File: src/rtl/branch_predict_unit_pkg.sv
// branch_predict_unit_pkg: shared types, reset constant and PC slicing helpers
// for the gshare/BTB/RAS branch predictor.
package branch_predict_unit_pkg;

    typedef enum logic [1:0] {
        BRANCH = 2'd0,
        JUMP   = 2'd1,
        RET    = 2'd2
    } btb_type_e;

    localparam logic [1:0] WEAK_NT = 2'b01;

    function automatic logic [63:0] pc_field(input logic [63:0] pc, input int unsigned lsb,
                                             input int unsigned width);
        return (pc >> lsb) & ((64'd1 << width) - 64'd1);
    endfunction

    // BTB tag sits directly above the word-aligned index bits
    function automatic int unsigned tag_lsb(input int unsigned entries);
        return 32'($clog2(entries)) + 32'd2;
    endfunction

endpackage

File: src/rtl/ras_stack.sv
// ras_stack: circular return-address stack; pop is applied before push so a
// combined call+ret replaces the top entry in place.
module ras_stack #(
    parameter int XLEN      = 32,
    parameter int RAS_DEPTH = 4
) (
    input  logic                         clk,
    input  logic                         reset,
    input  logic                         push_i,
    input  logic                         pop_i,
    input  logic [XLEN-1:0]              push_data_i,
    output logic [XLEN-1:0]              top_o,
    output logic [$clog2(RAS_DEPTH):0]   count_o
);
    localparam int RW = $clog2(RAS_DEPTH);
    localparam int CW = RW + 1;

    logic [XLEN-1:0] mem_q [RAS_DEPTH];
    logic [RW-1:0]   ptr_q, ptr_d, ptr_pop;
    logic [CW-1:0]   cnt_q, cnt_d, cnt_pop;
    logic            do_pop;

    assign do_pop  = pop_i && cnt_q != '0;
    assign ptr_pop = do_pop ? ptr_q - RW'(1) : ptr_q;
    assign cnt_pop = do_pop ? cnt_q - CW'(1) : cnt_q;
    assign ptr_d   = push_i ? ptr_pop + RW'(1) : ptr_pop;
    // a push when full wraps onto the oldest entry and keeps the count saturated
    assign cnt_d   = (push_i && cnt_pop != CW'(RAS_DEPTH)) ? cnt_pop + CW'(1) : cnt_pop;
    assign top_o   = mem_q[ptr_q];
    assign count_o = cnt_q;

    always_ff @(posedge clk or posedge reset) begin
        if (reset) begin
            ptr_q <= '0;
            cnt_q <= '0;
        end else begin
            ptr_q <= ptr_d;
            cnt_q <= cnt_d;
        end
    end

    always_ff @(posedge clk) begin
        if (push_i) mem_q[ptr_d] <= push_data_i;
    end

endmodule

File: src/rtl/branch_predict_unit.sv
// branch_predict_unit: gshare direction predictor with tagged direct-mapped BTB
// and return-address stack; combinational lookup in IF, trained from ID.
module branch_predict_unit
    import branch_predict_unit_pkg::*;
#(
    parameter int XLEN        = 32,
    parameter int GHR_BITS    = 5,
    parameter int BTB_ENTRIES = 32,
    parameter int TAG_BITS    = 8,
    parameter int RAS_DEPTH   = 4
) (
    input  logic                clk,
    input  logic                reset,
    input  logic                is_stall,
    input  logic [XLEN-1:0]     IF_pc,
    output logic [XLEN-1:0]     predicted_pc,
    output logic                pred_taken,
    output logic [GHR_BITS-1:0] pred_ghr,
    input  logic                upd_valid,
    input  logic [XLEN-1:0]     upd_pc,
    input  logic [GHR_BITS-1:0] upd_ghr,
    input  logic                upd_is_branch,
    input  logic                upd_is_jump,
    input  logic                upd_is_call,
    input  logic                upd_is_ret,
    input  logic                upd_taken,
    input  logic [XLEN-1:0]     upd_target
);
    localparam int IW = $clog2(BTB_ENTRIES);
    localparam int RW = $clog2(RAS_DEPTH);

    logic [GHR_BITS-1:0] ghr_q, ghr_d;
    logic [1:0]          pht_q [2**GHR_BITS];
    logic                btb_valid_q [BTB_ENTRIES];
    logic [TAG_BITS-1:0] btb_tag_q [BTB_ENTRIES];
    logic [XLEN-1:0]     btb_tgt_q [BTB_ENTRIES];
    btb_type_e           btb_type_q [BTB_ENTRIES];

    logic [XLEN-1:0]     pc_plus4, tgt, ras_top;
    logic [RW:0]         ras_count;
    logic [GHR_BITS-1:0] pht_idx, upd_pht_idx;
    logic [IW-1:0]       btb_idx, upd_btb_idx;
    logic [TAG_BITS-1:0] btb_tag, upd_tag;
    logic [1:0]          ctr, ctr_d;
    logic                hit, upd_en, upd_btb;
    btb_type_e           hit_type, upd_type;

    assign btb_idx     = IW'(pc_field(64'(IF_pc), 2, IW));
    assign btb_tag     = TAG_BITS'(pc_field(64'(IF_pc), tag_lsb(BTB_ENTRIES), TAG_BITS));
    assign pht_idx     = GHR_BITS'(pc_field(64'(IF_pc), 2, GHR_BITS)) ^ ghr_q;
    assign upd_btb_idx = IW'(pc_field(64'(upd_pc), 2, IW));
    assign upd_tag     = TAG_BITS'(pc_field(64'(upd_pc), tag_lsb(BTB_ENTRIES), TAG_BITS));
    // training uses the history snapshot that made the prediction, not the live GHR
    assign upd_pht_idx = GHR_BITS'(pc_field(64'(upd_pc), 2, GHR_BITS)) ^ upd_ghr;

    assign pc_plus4 = IF_pc + XLEN'(4);
    assign hit      = btb_valid_q[btb_idx] && btb_tag_q[btb_idx] == btb_tag;
    assign hit_type = btb_type_q[btb_idx];
    assign tgt      = btb_tgt_q[btb_idx];

    assign predicted_pc = !hit ? pc_plus4 :
                          hit_type == RET ? (ras_count != '0 ? ras_top : tgt) :
                          (hit_type == JUMP || pht_q[pht_idx][1]) ? tgt : pc_plus4;
    assign pred_taken   = predicted_pc != pc_plus4;
    assign pred_ghr     = ghr_q;

    assign upd_en   = upd_valid && !is_stall;
    assign upd_btb  = upd_en && (upd_is_branch || upd_is_jump || upd_is_call || upd_is_ret);
    assign upd_type = upd_is_ret ? RET : (upd_is_jump || upd_is_call) ? JUMP : BRANCH;
    assign ctr      = pht_q[upd_pht_idx];
    assign ctr_d    = upd_taken ? (ctr == 2'b11 ? 2'b11 : ctr + 2'd1)
                                : (ctr == 2'b00 ? 2'b00 : ctr - 2'd1);
    assign ghr_d    = (upd_en && upd_is_branch) ? {ghr_q[GHR_BITS-2:0], upd_taken} : ghr_q;

    always_ff @(posedge clk or posedge reset) begin
        if (reset) begin
            ghr_q <= '0;
            for (int i = 0; i < 2**GHR_BITS; i++) pht_q[i] <= WEAK_NT;
            for (int i = 0; i < BTB_ENTRIES; i++) btb_valid_q[i] <= 1'b0;
        end else begin
            ghr_q <= ghr_d;
            if (upd_en && upd_is_branch) pht_q[upd_pht_idx] <= ctr_d;
            if (upd_btb) btb_valid_q[upd_btb_idx] <= 1'b1;
        end
    end

    always_ff @(posedge clk) begin
        if (upd_btb) begin
            btb_tag_q[upd_btb_idx]  <= upd_tag;
            btb_tgt_q[upd_btb_idx]  <= upd_target;
            btb_type_q[upd_btb_idx] <= upd_type;
        end
    end

    ras_stack #(
        .XLEN(XLEN),
        .RAS_DEPTH(RAS_DEPTH)
    ) u_ras (
        .clk(clk),
        .reset(reset),
        .push_i(upd_en && upd_is_call),
        .pop_i(upd_en && upd_is_ret),
        .push_data_i(upd_pc + XLEN'(4)),
        .top_o(ras_top),
        .count_o(ras_count)
    );

endmodule

File: config.mk
export PLATFORM = sky130hd
export DESIGN_NAME = branch_predict_unit
export DESIGN_NICKNAME = d
export VERILOG_FILES = /design/src/rtl/branch_predict_unit_pkg.sv /design/src/rtl/ras_stack.sv /design/src/rtl/branch_predict_unit.sv
export SDC_FILE = /design/constraint.sdc
export NUM_CORES = 2
export LEC_CHECK = 0
export BUFFER_PORTS_ARGS = -buffer_cell sky130_fd_sc_hd__buf_4
export CAP_MARGIN = 0
export CORE_ASPECT_RATIO = 1.2
export CORE_MARGIN = 5
export CORE_UTILIZATION = 40
export DETAILED_ROUTE_END_ITERATION = 8
export GPL_TIMING_DRIVEN = 0
export PLACE_DENSITY_LB_ADDON = 0.08
export SYNTH_ARGS = -nofsm -noshare
export SYNTH_HDL_FRONTEND = slang
export SYNTH_SLANG_ARGS = --single-unit
File: constraint.sdc
create_clock -name clk -period 8.1 [get_ports clk]
set_clock_uncertainty 0.15 [all_clocks]
set_input_delay 0.81 -clock clk [delete_from_list [all_inputs] [get_ports clk]]
set_output_delay 0.81 -clock clk [all_outputs]
set_load 0.01 [all_outputs]
-- Yosys cells after proc, flatten, opt, wreduce, memory -nomap -nowiden
Memories as Yosys holds them, arrays and structs flattened.
Index checks and enable logic that the tools add are counted.
- add/sub/neg operators: 8
- order comparisons: 6
- equality and inequality tests: 6
- muxes and demuxes: 31
- bitwise operators: 7
- reductions and logical operators: 18
- operators by type and width (cell ; number):
    32-bit 2-to-1 mux ; 4
    32-bit by 3-bit adder with 32-bit output (second input constant) ; 2
    64-bit bitwise mux ; 1
    32-bit != test ; 1
    32-bit bitwise OR ; 1
    6-bit greater-or-equal comparator (second input constant) ; 4
    5-bit NOT with 6-bit output ; 4
    2-bit 2-to-1 mux ; 11
    2-bit binary-select mux with 5-bit select ; 2
    6-bit by 1-bit less-than comparator with 1-bit output (second input constant) ; 2
    2-bit demux with 5-bit select ; 1
    1-bit logical AND ; 10
    5-bit XOR ; 2
    8-bit == test ; 1
    1-bit 2-to-1 mux ; 8
    3-bit 2-to-1 mux ; 2
    1-bit binary-select mux with 5-bit select ; 1
    1-bit demux with 5-bit select ; 1
    1-bit logical OR ; 5
    2-bit by 1-bit adder with 2-bit output (second input constant) ; 2
    2-bit == test (second input constant) ; 2
    2-bit by 1-bit subtractor with 2-bit output (second input constant) ; 2
    3-bit by 1-bit adder with 3-bit output (second input constant) ; 1
    3-bit != test (second input constant) ; 1
    other kinds (5) ; 5
- bits in registers: 106
- memory bits (writable): 1472
- bits of input ports: 110
- output and inout port bits: 38
- word-level logic and storage cells: 147
- memories kept: 4
- memory list (name ; words ; bits a word ; rd ports ; clocked after memory_dff ; write ports ; line ; RTL):
    btb_tgt_q ; 32 ; 32 ; 1 ; 0 ; 1 ; branch_predict_unit.sv:36 ; logic [XLEN-1:0] btb_tgt_q [BTB_ENTRIES];
    btb_tag_q ; 32 ; 8 ; 1 ; 0 ; 1 ; branch_predict_unit.sv:35 ; logic [TAG_BITS-1:0] btb_tag_q [BTB_ENTRIES];
    u_ras.mem_q ; 4 ; 32 ; 1 ; 0 ; 1 ; ras_stack.sv:18 ; logic [XLEN-1:0] mem_q [RAS_DEPTH];
    btb_type_q ; 32 ; 2 ; 1 ; 0 ; 1 ; branch_predict_unit.sv:37 ; btb_type_e btb_type_q [BTB_ENTRIES];

-- Longest topological paths before layout
- depth after elaboration: 10
- mapped depth: 18
- gate-level depth less buffers: 12

-- Hierarchy
Synthesis repeated with hierarchy kept, for this count alone.
- cell total of the unflattened synthesis: 3457
- area total of the unflattened synthesis: 64739.6 um^2
- modules (own cells, without submodules) (module ; instances ; cells an instance ; area an instance (um^2) ; sequential area each (um^2)):
    branch_predict_unit ; 1 ; 3241 ; 59697.3 ; 42926.2
    ras_stack ; 1 ; 216 ; 5042.3 ; 3968.8

-- Worst setup path before layout
No wires, ideal clock.
- path type: input -> register
- start point: input port upd_valid
- end point: memory btb_tag_q[15][0] (enable)
- library setup time: 0.504 ns
- arrival time: 4.644 ns
- data required time: 7.446 ns
- path slack: 2.803 ns
- cell stages on the path: 3
- path buffers: 0
- cells stage by stage: nor2b_1 > a21boi_0 > nor3b_1
- word-level cells in the longest chain between the ends: 4
- RTL lines (item ; line ; RTL):
    start: declaration ; branch_predict_unit.sv:19 ; input logic upd_valid,
    1-bit logical AND ; branch_predict_unit.sv:67 ; assign upd_en = upd_valid && !is_stall;
    1-bit logical AND ; branch_predict_unit.sv:68 ; assign upd_btb = upd_en && (upd_is_branch || upd_is_jump || upd_is_call || upd_is_ret);
    1-bit 2-to-1 mux ; branch_predict_unit.sv:88 ; if (upd_btb) begin
    1-bit 2-to-1 mux (not written as such) ; branch_predict_unit.sv:89 ; btb_tag_q[upd_btb_idx] <= upd_tag;
    end: declaration ; branch_predict_unit.sv:35 ;
No other way between the ends.

-- Worst setup path in the final report
- start point: input port IF_pc[4]
- end point: output port pred_taken
- word-level cells in the longest chain between the ends: 10
- elaborated cells on any way between the ends: 23
- those cells by class: add/sub: 1; eq/ne: 4; mux: 10; bitwise: 3; reduce/logical: 2; memory: 3
- RTL lines (item ; line ; RTL):
    start: declaration ; branch_predict_unit.sv:15 ; input logic [XLEN-1:0] IF_pc,
    5-bit XOR ; branch_predict_unit.sv:50 ; assign pht_idx = GHR_BITS'(pc_field(64'(IF_pc), 2, GHR_BITS)) ^ ghr_q;
    5-bit NOT with 6-bit output (not written as such) ; branch_predict_unit.sv:63 ; (hit_type == JUMP || pht_q[pht_idx][1]) ? tgt : pc_plus4;
    2-bit binary-select mux with 5-bit select ; branch_predict_unit.sv:63 ;
    2-bit 2-to-1 mux (not written as such) (2 in series) ; branch_predict_unit.sv:63 ;
    1-bit logical OR ; branch_predict_unit.sv:63 ;
    32-bit 2-to-1 mux ; branch_predict_unit.sv:63 ;
    32-bit 2-to-1 mux ; branch_predict_unit.sv:62 ; hit_type == RET ? (ras_count != '0 ? ras_top : tgt) :
    32-bit 2-to-1 mux ; branch_predict_unit.sv:61 ; assign predicted_pc = !hit ? pc_plus4 :
    32-bit != test (*) ; branch_predict_unit.sv:64 ; assign pred_taken = predicted_pc != pc_plus4;
    end: declaration ; branch_predict_unit.sv:17 ; output logic pred_taken,
Every way passes the cells marked *; elsewhere a longest branch is shown, timed or not. The select of a mux whose other input is x is not followed.

==> results.tsv <==
metric	value	unit
status	finished, violations left	
failing checks	capacitance limit	
Yosys warnings	0	
Worst Max-Slew Pin Slew	1.47	ns
Max-slew headroom	1.16	%
largest net degree at the start of global routing	68	
Top cell by count, worst path	buf_4	
gpl congestion	0.938	
initial antenna violation count	12	
delay-heaviest family, CP	buffers and inverters	
worst path buffer plus inverter count	8	
slowest CP cell	buf_1	
Final HPWL DP	159000	um
clk_lat worst skew	0.83	ns
Tcrit/Tclk final	97.9	%
CTS tree	built	
Post-synth ARST share	6.72	%
HP Class	in2reg	
FF+latch area	46900	sq um
CP Data Required Time	7.14	ns
final worst path period need	7.93	ns
mapped cell area	64700	sq um
Post-synth EDFFs	1472	
total gr overflow	0	
sequential share of the synthesized area	72.5	%
cell area after layout	76200	sq um
final wirelength	233000	um
TNS Setup	0	ns
worst r2r src	u_ras.count_o[0]	
hold path startpoint	upd_pc[1]	
Cells after Synth	3398	
Top-Level Pins	148	
RSZ-0062 raised after global routing	no	
port bufs	142	
share of cells above drive strength 1	29.2	%
worst-path maximum fanout	10	
most common cell after layout, fill and taps aside	edfxtp_1	
commonest non-fill, non-tap cells in the layout	edfxtp_1, mux4_2, buf_4	
CP endpoint kind	output port	
multi-input logic area	17000	sq um
DRC viols	0	
arrival time of the worst setup path	6.97	ns
full die area	170000	sq um
layout net count	3931	
cells along the critical path	buf_4 > buf_2 > buf_4 > inv_2 > buf_2 > buf_1 > clkbuf_1 > nand2_1 > a32o_1 > a211oi_1 > nor4_1 > a22oi_1 > nand4_1 > nor4_1 > a41oi_1 > buf_4	
# clock sinks	1578	
Peak Freq	0.126	GHz
type of the worst setup path	in2out	
final core utilization	47.5	%
Yosys cell types	93	
Reg clk slew, reported paths	0.05	ns
Die Y	450	um
clock buffer depth	3	
first-pass GRT wire length	315000	um
via count	36924	
final setup violation count	0	
final total power	0.0191	W
type of origin of the critical path	primary input	
Critical Path Max Stage Delay	1.07	ns
DR iter-0 viols	4343	
synth-to-layout area growth	17.8	%
leakage power	25.1	nW
reg2reg setup slack	3.78	ns
chip width	377	um
Setup WS pre-CTS	0.195	ns
Placed Area	70800	sq um
Yosys reg bits	1578	
Final ANT Viol Nets	0	
Vias/cell	6.08	
syn nets	3517	
DRT Pass-1 Iters	5	
final worst slack	0.167	ns
number of max-cap violations	1	
Rows	161	
vias in the first global route	36674	
H-tree depth	4	
Core ar.	161000	sq um
TritonCTS Buffers	165	
starting density of the core	40.3	%
Root Driver	clkbuf_16	
total track usage	27.1	%
wire per inst	38.3	um
Filler cells	13485	
worst vdd ir	0.214	mV
Avg Synthesized Cell Area	19.0	sq um
pwr dens	251	nW/um^2
final hold vios	0	
cts repair resizes	0	
origin of the worst setup path	IF_pc[4]	
fin. max-slew vios	0	
top_reg_cell synth	edfxtp_1	
logic make-up (layout without fill, tap and decap cells):
logic type	Yosys count	in the layout	share of synthesized area [%]
xor gates and xnor gates	100	100	1.41
DFF	1578	1578	72.5
other	0	6	0
buffers and inverters	196	745	1.74
muxes	598	598	15.9
and+or+nand+nor	532	532	4.03
adders and majority gates	11	11	0.205
AOI/OAI and AO/OA	383	383	4.20
synth_stat cells (all sizes together), types with 58 or more instances:
master | number | share of area, %
nor2 | 123 | 0.73
mux2 | 85 | 1.5
dfrtp | 74 | 2.9
buf | 116 | 1.3
nand2 | 174 | 1.0
mux2i | 180 | 2.8
edfxtp | 1472 | 68
xnor2 | 69 | 0.99
clkbuf | 58 | 0.34
mux4 | 333 | 12
a21oi | 79 | 0.62
registers in the layout, summed over array words and instances (netlist names):
register,cells
btb_tgt_q,1024
btb_valid_q,32
btb_tag_q,256
btb_type_q,64
u_ras.count_o,3
pht_q,64
u_ras.ptr_q,2
pred_ghr,5
u_ras.mem_q,128
path summary, 6_finish.rpt:
kind                            depth (start not counted)            endpoint
worst max-delay path                                   16          pred_taken
min in group asynchronous                               3    u_ras.count_o[0]
worst max register to register                          9  u_ras.mem_q[0][28]
worst min register to register                          1     btb_valid_q[14]
worst min-delay path                                    1   u_ras.mem_q[1][1]
max in group asynchronous                               4            pht_q[0]
layout make-up:
class                   count  share of cell area [%]
clock inverters            99                    1.27
diodes                      6                  0.0197
multi-input cells        1624                    22.3
well taps                2119                    3.48
flip-flops and latches   1578                    61.5
clock buffers             203                    5.80
inverters                  22                   0.115
plain buffers             174                    1.37
repair buffers            247                    4.14
layer usage:
layer | wire length (um) | share of wire, % | vias to the layer above | global-route usage (%)
met5 | 0 | 0 | - | 0
met2 | 115000 | 49 | 1672 | 45.1
met3 | 15400 | 6.6 | 298 | 4.26
met4 | 7600 | 3.3 | 0 | 8.27
met1 | 95000 | 41 | 20172 | 37.2
li1 | - | - | 14782 | -
power by group:
| part | switching [W] | internal, W | leakage, nW |
|---|---|---|---|
| Clock | 0.00328 | 0.00434 | 2.64 |
| Combinational | 0.00151 | 0.000828 | 7.95 |
| Sequential | 0.0000763 | 0.00910 | 14.5 |
what timing repair did:
action                                 4_1_cts  5_1_grt
setup endpoints to repair                    0        0
buffers inserted                             0        0
endpoints found under the hold margin       37        0
hold buffers                                 1        0
through the flow:
step                instances  hold slack [ns]
floorplan                3398            0.284
global placement         5659            0.296
detailed placement       5763            0.298
CTS                      6066           0.0203
global route             6066           0.0375
finish                   6072           0.0745
No activity file was read; power rests on OpenSTA's default activity.
